`config.mk`:
```
export PLATFORM = sky130hd
export DESIGN_NAME = gb_apu_frame_sequencer
export DESIGN_NICKNAME = d
export VERILOG_FILES = /design/src/rtl/gb_apu_frame_sequencer.sv
export SDC_FILE = /design/constraint.sdc
export NUM_CORES = 1
export LEC_CHECK = 0
export ABC_AREA = 1
export BUFFER_PORTS_ARGS = -buffer_cell sky130_fd_sc_hd__buf_2
export CORE_AREA = 4 4 41 43
export CTS_BUF_LIST = sky130_fd_sc_hd__clkbuf_16
export CTS_CLUSTER_DIAMETER = 100
export DETAILED_ROUTE_END_ITERATION = 8
export DIE_AREA = 0 0 45 47
export MAX_ROUTING_LAYER = met4
export PLACE_DENSITY = 0.47
export SLEW_MARGIN = 20
export SYNTH_ARGS = -nofsm -noshare
export SYNTH_HDL_FRONTEND = slang
export SYNTH_SLANG_ARGS = --single-unit
```
`constraint.sdc`:
```
create_clock -name clk -period 1.2 [get_ports clk]
set_input_delay 0.12 -clock clk [delete_from_list [all_inputs] [get_ports clk]]
set_output_delay 0.12 -clock clk [all_outputs]
set_load 0.1 [all_outputs]
```
`src/rtl/gb_apu_frame_sequencer.sv`:
```
// ---------------------------------------------------------------------------
// gb_apu_frame_sequencer
//
// Generates the three Game Boy APU frame-sequencer tick strobes that pace
// the channel function units:
//   clk_length_ctr : 256 Hz, length counters
//   clk_sweep      : 128 Hz, CH1 frequency sweep
//   clk_vol_env    :  64 Hz, volume envelopes
//
// A sequencer event comes either from a falling edge of the DIV-APU bit
// (INTERNAL_DIV=0) or from an internal prescaler that fires once every
// PRESCALE clocks (INTERNAL_DIV=1). Each event executes the current step
// of an 8-step table, raises the matching strobes for one cycle, and
// advances the step index.
//
// Ports
//   clk             in   system clock
//   reset           in   asynchronous, active-high reset
//   apu_enable      in   APU power (NR52 bit 7); low holds the sequencer cleared
//   div_apu_bit     in   DIV bit 4 (bit 5 in double speed); 1->0 is one event
//   clk_length_ctr  out  one-cycle strobe, length counters tick
//   clk_sweep       out  one-cycle strobe, CH1 sweep tick
//   clk_vol_env     out  one-cycle strobe, volume envelope tick
//   step            out  index of the next step to execute (0..7); this is
//                        the sequencer state and doubles as its debug view
//
// Handshake: there is none; strobes are single-cycle pulses with no
// back-pressure and consumers must sample them on the cycle they are high.
// All outputs come straight from registers.
// ---------------------------------------------------------------------------
module gb_apu_frame_sequencer #(
  parameter bit INTERNAL_DIV = 1'b0,
  parameter int PRESCALE     = 8192,
  parameter int PS_W         = 13
) (
  input  logic       clk,
  input  logic       reset,
  input  logic       apu_enable,
  input  logic       div_apu_bit,
  output logic       clk_length_ctr,
  output logic       clk_sweep,
  output logic       clk_vol_env,
  output logic [2:0] step
);

  localparam logic [PS_W-1:0] PS_LAST = PS_W'(PRESCALE - 1);

  // -------------------------------------------------------------------------
  // Registers
  // -------------------------------------------------------------------------
  logic            prev_div_q;
  logic [PS_W-1:0] ps_q,    ps_d;
  logic [2:0]      step_q,  step_d;
  logic            len_q,   len_d;
  logic            sweep_q, sweep_d;
  logic            env_q,   env_d;

  // -------------------------------------------------------------------------
  // Event detection
  // -------------------------------------------------------------------------
  logic ext_event;
  logic int_event;
  logic seq_event;

  // prev_div keeps tracking the pin even while the APU is off, so turning
  // the APU back on while the bit is already low cannot look like an edge.
  assign ext_event = prev_div_q & ~div_apu_bit;
  assign int_event = (ps_q == PS_LAST);
  assign seq_event = INTERNAL_DIV ? int_event : ext_event;

  // Prescaler: runs only in internal mode while powered, wraps after the
  // terminal count. Held at zero otherwise so re-enable restarts a full period.
  always_comb begin
    ps_d = ps_q;
    if (!INTERNAL_DIV || !apu_enable) begin
      ps_d = '0;
    end else if (int_event) begin
      ps_d = '0;
    end else begin
      ps_d = ps_q + 1'b1;
    end
  end

  // -------------------------------------------------------------------------
  // Step sequencer
  // -------------------------------------------------------------------------
  // Step table (the step being executed, not the one after):
  //   0: length  1: -  2: length+sweep  3: -
  //   4: length  5: -  6: length+sweep  7: envelope
  always_comb begin
    step_d  = step_q;
    len_d   = 1'b0;
    sweep_d = 1'b0;
    env_d   = 1'b0;
    if (!apu_enable) begin
      // Powered off: an event on this cycle is dropped, not deferred.
      step_d = 3'd0;
    end else if (seq_event) begin
      step_d = step_q + 3'd1;  // 7 wraps to 0 by width
      case (step_q)
        3'd0:    len_d = 1'b1;
        3'd2:    begin len_d = 1'b1; sweep_d = 1'b1; end
        3'd4:    len_d = 1'b1;
        3'd6:    begin len_d = 1'b1; sweep_d = 1'b1; end
        3'd7:    env_d = 1'b1;
        default: ;
      endcase
    end
  end

  always_ff @(posedge clk or posedge reset) begin
    if (reset) begin
      prev_div_q <= 1'b0;
      ps_q       <= '0;
      step_q     <= 3'd0;
      len_q      <= 1'b0;
      sweep_q    <= 1'b0;
      env_q      <= 1'b0;
    end else begin
      prev_div_q <= div_apu_bit;
      ps_q       <= ps_d;
      step_q     <= step_d;
      len_q      <= len_d;
      sweep_q    <= sweep_d;
      env_q      <= env_d;
    end
  end

  assign clk_length_ctr = len_q;
  assign clk_sweep      = sweep_q;
  assign clk_vol_env    = env_q;
  assign step           = step_q;

endmodule

```
# Word level (Yosys, flattened, before mapping)
# Index checks and enable logic that the tools add are counted.
[classes] n_eq_ne=5 reduce_logical=3 n_div=0 shifts=0 mul=0 add_sub_neg=1 n_mux=11 order_cmp=0 bitwise=2
[op_table] op="3-bit == test, second input constant" count=3
[op_table] op="1-bit two-way mux" count=9
[op_table] op="3-bit two-way mux" count=2
[op_table] op="4-bit OR reduction" count=1
[op_table] op="3-bit by 1-bit adder with 3-bit output, second input constant" count=1
[op_table] op="3-bit by 2-bit == test with 1-bit output, second input constant" count=1
[op_table] op="3-bit zero test" count=1
[op_table] op="2-bit by 1-bit inequality test with 1-bit output, second input constant" count=1
[op_table] op="2-bit OR reduction" count=1
[op_table] op="1-bit AND" count=1
[op_table] op="1-bit inverter" count=1
[totals] out_inout_bits=6 romBits=0 inputBits=4 elab_cells=27 memories=0 latch_bits=0 ff_bits=7 ramBits=0

# Logic depth before layout (Yosys ltp)
# Gate-level depths: netlist of the first run.
[logic_depth] ltp_word=5 depth_mapped=5 mapped_depth_nobuf=5

# Least setup slack after synthesis of the first run
# Ideal clock, no wire load.
[synth_path] kind="reg-to-reg" start="register step_q[1], in the netlist step[1]" end="register step_q[2], in the netlist step[2]" path_stages_with_launch=5 n_path_buf=0 arrival_ns=1.561 setup_slack_ns=-0.484 cell_sequence="dfrtp_1 -> ha_1 -> ha_1 -> nand4_1 -> nand2_1"
[synth_between] elab_chain_len=3
[synth_rtl] item="start, declared" line="53" rtl="logic [2:0] step_q, step_d;"
[synth_rtl] item="start signal, assigned" line="122" rtl="step_q <= step_d;"
[synth_rtl] item="3-bit by 1-bit adder with 3-bit output" line="99" rtl="step_d = step_q + 3'd1;"
[synth_rtl] item="3-bit two-way mux" line="98" rtl="end else if (seq_event) begin"
[synth_rtl] item="3-bit two-way mux" line="95" rtl="if (!apu_enable) begin"
# No other way between the ends. The select of a mux whose other input is x is not followed.
# A chain may end at the register's enable or synchronous reset.

# Final worst setup path of the first run
# Same ends and word-level chain as after synthesis.

==> impl_results.rst, run 1 <==
.. list-table::
   :header-rows: 1

   * - Metric
     - Value
   * - Transition time at the pin with the least slew margin
     - 485 ps
   * - FF-to-FF path depth
     - 4
   * - Total nets after synthesis
     - 37
   * - Capture point of the worst reg-to-reg path
     - step[2]
   * - Global-route wire length before repair
     - 1000 um
   * - Worst reg-to-reg setup slack
     - 60 ps
   * - Post-layout minimum cycle time
     - 1140 ps
   * - Insertion delay of the later-clocked pin in the worst-skew pair
     - 230 ps
   * - Upper clock frequency limit
     - 0.876 GHz
   * - Vertical extent of the die
     - 47 um
   * - Mapped Cells
     - 30
   * - Area added between synthesis and finish
     - 77.1%
   * - Proportion of power drawn by the clock network
     - 61.9%
   * - Pin count of the biggest net entering global routing
     - 8
   * - Kind of end point of the critical path
     - flip-flop
   * - Combined global-route utilization of all metal layers
     - 7.96%
   * - Critical path type
     - flip-flop to flip-flop
   * - Total met3 wirelength after detailed routing
     - 56 um
   * - Antenna cells
     - 0
   * - Count of buffer and inverter cells on the critical path
     - 0
   * - Placed Cells incl. Taps
     - 54
   * - Flop pwr share
     - 28.5%
   * - Area post-placement
     - 443 sq um
   * - Final Power
     - 0.000902 W
   * - Cell with the largest stage delay on the worst path
     - dfrtp_4
   * - Clock sink count
     - 7
   * - Main combinational cell family by area after synthesis
     - simple AND/OR/NAND/NOR gates
   * - Final worst path period share
     - 95.1%
   * - Area of the placeable core
     - 1300 sq um
   * - Max-slew violations
     - 0
   * - Arrival time reported for the critical path endpoint
     - 1310 ps
   * - Xor and xnor area share after synthesis
     - 0%
   * - Hold Violations, Final
     - 0
   * - Iteration count of the initial detailed-routing pass
     - 2
   * - Cell chosen for the clock root
     - clkbuf_16
   * - Headroom to the max-slew limit
     - 67.9%
   * - Iter 0 DRT Violations
     - 1
   * - Largest cells by area after synthesis
     - dfrtp_1 (58%), ha_1 (13%), inv_1 (8.8%)
   * - Overall die area
     - 2120 sq um
   * - Cells on Worst Hold Path
     - 1
   * - Antenna Nets Post-Route
     - 0
   * - Total half-perimeter wirelength after legalization and detailed placement
     - 454 um
   * - Number of I/O port buffers
     - 9
   * - Setup violation total in the final timing report
     - 0
   * - Clock slew at reported path FFs
     - 40 ps
   * - CTS tree
     - yes
   * - Internal power of the cells
     - 0.000707 W
   * - Cell area after layout
     - 532 sq um
   * - Total clock buffers created by CTS
     - 3
   * - Setup repair after global routing missed its margin
     - false
   * - Share of post-route cells with drive strength above 1
     - 38.6%
   * - Warning count from the yosys run
     - 0
   * - Syn avg cell area
     - 10.0 sq um
   * - Antenna violations before repair
     - 0
   * - Remaining global-route overflow
     - 0
   * - Initial Util
     - 23.1%
   * - Number of buffers added for setup after CTS
     - 0
   * - Site row count
     - 13
   * - Run status
     - finished clean
   * - Top metal layer carrying routed signals
     - met4
   * - Adder-cell share of the synthesized area
     - 12.5%
   * - Routability-driven placement congestion ratio
     - 0.812
   * - Count of maximum capacitance violations
     - 0
   * - Basic-gate share of the synthesized area counting and, or, nand and nor cells
     - 20.4%
   * - Net Sw Power
     - 0.000195 W
   * - Element type at the critical path start
     - flip-flop
   * - Sequential cell area fraction in the yosys report
     - 58.3%
   * - FF+latch count, synth
     - 7
   * - DRC Markers
     - 0
   * - Routed WL
     - 592 um
   * - Wire length on met2
     - 250 um
   * - Mux contribution to synthesized area
     - 0%
   * - Portion of synthesized cell area occupied by the leading cell type
     - 58.3%
   * - Fin nets
     - 52
   * - Die Width
     - 45 um
   * - Post-DR vias/cell
     - 4.08
   * - Critical path data required time
     - 1360 ps
   * - Clk_skew
     - 0.818 ps
   * - Crit path max-delay family
     - flip-flops
   * - Largest fanout of any net on the critical path
     - 4
   * - Power density over the cells
     - 1700 nW/um^2
   * - Compound-gate portion of the synthesized area
     - 0%
   * - Min-Delay Startpoint
     - div_apu_bit
   * - Net switching share of the total power
     - 21.7%
   * - H-tree depth reported by CTS
     - 1
   * - Wl on met1
     - 276 um
   * - Vias in the first global route
     - 229
   * - Most frequent CP cell
     - ha_4
   * - Endpoint with the worst hold slack
     - prev_div_q
   * - Combinational fraction of design power
     - 9.6%
   * - Via Count
     - 241
   * - WHS
     - 14.1 ps
   * - Maximum number of buffers from clock root to sink
     - 2
   * - Critical path, cell by cell
     - ha_4 > ha_4 > nand4_1 > nand2_1
   * - Distinct cell type count of the synthesized netlist
     - 7
   * - Layout Cells excl Fill
     - 59
   * - Io pins
     - 10
   * - Maximum vdd drop
     - 0.987 mV
   * - Library cell occupying the most area in the post-synthesis netlist
     - dfrtp_1
   * - Leakage power summed over all cells
     - 0.273 nW
   * - Worst Hold Class
     - input pin to flip-flop
   * - Per-cell routed wire length
     - 10.0 um
   * - Reg2reg start
     - step[1]
   * - Netlist area before placement
     - 300 sq um
   * - Crit-path max cell delay
     - 510 ps
cell families after synthesis:
group / after synthesis
and+or+nand+nor: 13
buffers and inverters: 7
DFF: 7
adders and majority gates: 3
cell usage after synthesis, drive strengths merged:
master,instances
dfrtp,7
inv,7
nand2,4
nand3,4
ha,3
nand4,3
nor2,2
placed cells by master, fill, tap and decap left out:
| master | count |
|---|---|
| dfrtp_1 | 4 |
| inv_1 | 8 |
| nand2_1 | 4 |
| ha_1 | 1 |
| buf_12 | 3 |
| dfrtp_4 | 2 |
| dlygate4sd3_1 | 1 |
| dfrtp_2 | 1 |
| nor2_1 | 2 |
| clkbuf_16 | 3 |
| nand4_1 | 3 |
| ha_4 | 2 |
| buf_2 | 6 |
| nand3_1 | 4 |
final cells by class:
type                            count  area (sq um)
Sequential cell                     7           184
Multi-Input combinational cell     16           124
Inverter                            7          26.3
Tap cell                           15          18.8
Clock buffer                        3          75.1
Clock inverter                      1          3.75
Timing Repair Buffer               10           100
Fill cell                         137           769
flip-flops by register name, summed over array words and instances, names as in the netlist:
signal,flops
clk_length_ctr,1
clk_sweep,1
clk_vol_env,1
prev_div_q,1
step,3
worst max path at each step:
stage / startpoint / to / cells past startpoint
after floorplan: step[1] / step[2] / 4
after global placement: step[1] / step[2] / 4
after detailed placement: step[1] / step[2] / 4
after CTS: step[1] / step[2] / 4
after global routing: step[1] / step[2] / 4
final: step[1] / step[2] / 4
routing by layer:
metal  vias to the layer above  global-route usage (%)
met5                         -                       -
met4                         0                    10.5
met3                         2                    4.60
met2                         8                    9.32
met1                       107                    7.85
li1                        124                       -
metrics by stage:
step | setup slack (ps) | TNS [ps] | util [%]
after floorplan | -76.5 | -122 | -
after global placement | 76.5 | 0 | 34.0
after detailed placement | 65.1 | 0 | 34.0
after CTS | 54.2 | 0 | 40.9
after global routing | 28.3 | 0 | 40.9
final | 58.7 | 0 | 40.9
timing repair:
action                     CTS  global route
resized for setup            0             0
hold buffers                 1             0
setup endpoints to repair    0             0
hold endpoints to repair     7             0
power groups by stage:
stage	clock network, W	registers, W	logic [W]
after CTS	0.000572	0.000257	0.0000881
final	0.000558	0.000257	0.0000869
after floorplan	0	0.000295	0.0000174
after global routing	0.000594	0.000258	0.0000935
after detailed placement	0	0.000260	0.0000857
after global placement	0	0.000260	0.0000845
No activity file was read; power rests on OpenSTA's default activity.
==> inputs of run 2 (changes only) <==
--- a/config.mk
+++ b/config.mk
@@ -7,11 +7,11 @@
 export LEC_CHECK = 0
 export ABC_AREA = 1
 export BUFFER_PORTS_ARGS = -buffer_cell sky130_fd_sc_hd__buf_2
-export CORE_AREA = 4 4 41 43
+export CORE_AREA = 2 2 39 41
 export CTS_BUF_LIST = sky130_fd_sc_hd__clkbuf_16
 export CTS_CLUSTER_DIAMETER = 100
 export DETAILED_ROUTE_END_ITERATION = 8
-export DIE_AREA = 0 0 45 47
+export DIE_AREA = 0 0 41 43
 export MAX_ROUTING_LAYER = met4
 export PLACE_DENSITY = 0.47
 export SLEW_MARGIN = 20
==> impl_results.rst, run 2 (synthesized netlist as in run 1, its figures left out) <==
.. list-table::
   :header-rows: 1

   * - Metric
     - Value
   * - Final worst path period share
     - 94.5%
   * - Clock sink count
     - 7
   * - Routability-driven placement congestion ratio
     - 0.756
   * - Routed WL
     - 558 um
   * - Insertion delay of the later-clocked pin in the worst-skew pair
     - 230 ps
   * - Power density over the cells
     - 1690 nW/um^2
   * - Max-slew violations
     - 0
   * - Iter 0 DRT Violations
     - 11
   * - Total clock buffers created by CTS
     - 3
   * - Critical path, cell by cell
     - ha_4 > ha_4 > nand4_1 > nand2_1
   * - Worst Hold Class
     - input pin to flip-flop
   * - Via Count
     - 241
   * - Arrival time reported for the critical path endpoint
     - 1300 ps
   * - Setup violation total in the final timing report
     - 0
   * - Largest fanout of any net on the critical path
     - 4
   * - Antenna violations before repair
     - 0
   * - DRC Markers
     - 0
   * - Clk_skew
     - 1.73 ps
   * - Area added between synthesis and finish
     - 77.5%
   * - Remaining global-route overflow
     - 0
   * - Setup repair after global routing missed its margin
     - false
   * - Vias in the first global route
     - 213
   * - Post-DR vias/cell
     - 4.02
   * - Layout Cells excl Fill
     - 60
   * - Iteration count of the initial detailed-routing pass
     - 4
   * - Highest-count cells in the layout ignoring fill and taps
     - inv_1 (8), buf_2 (6), nand2_1 (4), nand3_1 (4), dfrtp_1 (4)
   * - Leakage power summed over all cells
     - 0.273 nW
   * - Per-cell routed wire length
     - 9.30 um
   * - Overall die area
     - 1760 sq um
   * - Area of the placeable core
     - 1380 sq um
   * - Maximum vdd drop
     - 0.980 mV
   * - Pin count of the biggest net entering global routing
     - 8
   * - Crit-path max cell delay
     - 510 ps
   * - Die Width
     - 41 um
   * - Critical path type
     - flip-flop to flip-flop
   * - Most common cell after layout, fill and taps aside
     - inv_1
   * - Antenna cells
     - 0
   * - Antenna Nets Post-Route
     - 0
   * - Global-route wire length before repair
     - 903 um
   * - H-tree depth reported by CTS
     - 1
   * - Total half-perimeter wirelength after legalization and detailed placement
     - 403 um
   * - Clock slew at reported path FFs
     - 40 ps
   * - Initial Util
     - 21.7%
   * - Area post-placement
     - 444 sq um
   * - Number of I/O port buffers
     - 9
   * - Cell area after layout
     - 533 sq um
   * - Cell with the largest stage delay on the worst path
     - dfrtp_4
   * - Critical path data required time
     - 1370 ps
   * - Vertical extent of the die
     - 43 um
   * - Total area of multi-input combinational cells
     - 124 sq um
   * - Count of maximum capacitance violations
     - 0
   * - Cell chosen for the clock root
     - clkbuf_16
   * - Combined global-route utilization of all metal layers
     - 8.92%
   * - Kind of end point of the critical path
     - flip-flop
   * - Io pins
     - 10
   * - Flip-flop count of the largest register, all copies and words added
     - 3
   * - Site row count
     - 14
   * - Fin nets
     - 52
   * - Upper clock frequency limit
     - 0.882 GHz
   * - Share of post-route cells with drive strength above 1
     - 38.6%
   * - Hold Violations, Final
     - 0
   * - Maximum number of buffers from clock root to sink
     - 2
   * - WHS
     - 9.80 ps
   * - Transition time at the pin with the least slew margin
     - 484 ps
   * - CTS tree
     - yes
   * - Placed Cells incl. Taps
     - 55
   * - Headroom to the max-slew limit
     - 67.9%
   * - Area taken by flip-flops and latches
     - 184 sq um
   * - Setup TNS Final
     - 0 ps
   * - # fillers
     - 141
   * - Run status
     - finished clean
   * - Post-layout minimum cycle time
     - 1130 ps
   * - Most frequent CP cell
     - ha_4
   * - Element type at the critical path start
     - flip-flop
## run 2: cell counts in the layout (fill, tap and decap cells not counted)
Identical to the previous run, type by type.
## run 2: path summary, 6_finish.rpt
kind | startpoint | endpoint | slack [ps] | cells past startpoint
max in group asynchronous | reset | step[1] | 600 | 3
hold reg to reg | step[2] | step[2] | 590 | 2
min in group asynchronous | reset | clk_length_ctr | 360 | 3
setup reg to reg | step[1] | step[2] | 70 | 4
setup / recovery | step[1] | step[2] | 70 | 4
hold / removal | div_apu_bit | prev_div_q | 10 | 1
## run 2: cell type report
type	instances	area share (%)
clock inverters	1	0.704
inverters	7	4.93
repair buffers	10	18.8
multi-input cells	16	23.2
clock buffers	3	14.1
well taps	16	3.76
flip-flops and latches	7	34.5
## run 2: power breakdown
group | internal, W | switching, W | leakage (nW) | total (W)
logic | 0.0000267 | 0.0000600 | 0.141 | 0.0000867
registers | 0.000247 | 0.0000103 | 0.0890 | 0.000257
clock network | 0.000433 | 0.000126 | 0.0423 | 0.000559
## run 2: repair_timing
item | 4_1_cts | 5_1_grt
hold endpoints to repair | 7 | 0
hold buffers | 1 | 0
resized for setup | 0 | 0
setup buffers | 0 | 0
## run 2: metal layers
metal	global-route usage, %	wire length, um	vias up
li1	-	-	123
met1	9.57	231	106
met2	10.3	249	10
met3	7.85	62	2
met4	6.00	14	0
met5	-	0	-
## run 2: critical path: cells and delay by family (launching register included)
kind	cells	cell delay [ps]
DFF	1	510
adders and majority gates	2	430
and+or+nand+nor	2	130
## run 2: stage by stage
stage / util (%) / total power [W] / setup slack, ps
floorplan: - / 0.000313 / -76.5
global placement: 32.1 / 0.000345 / 67.3
detailed placement: 32.1 / 0.000345 / 60.0
CTS: 38.5 / 0.000922 / 53.0
global route: 38.5 / 0.000935 / 7.10
finish: 38.5 / 0.000903 / 66.4
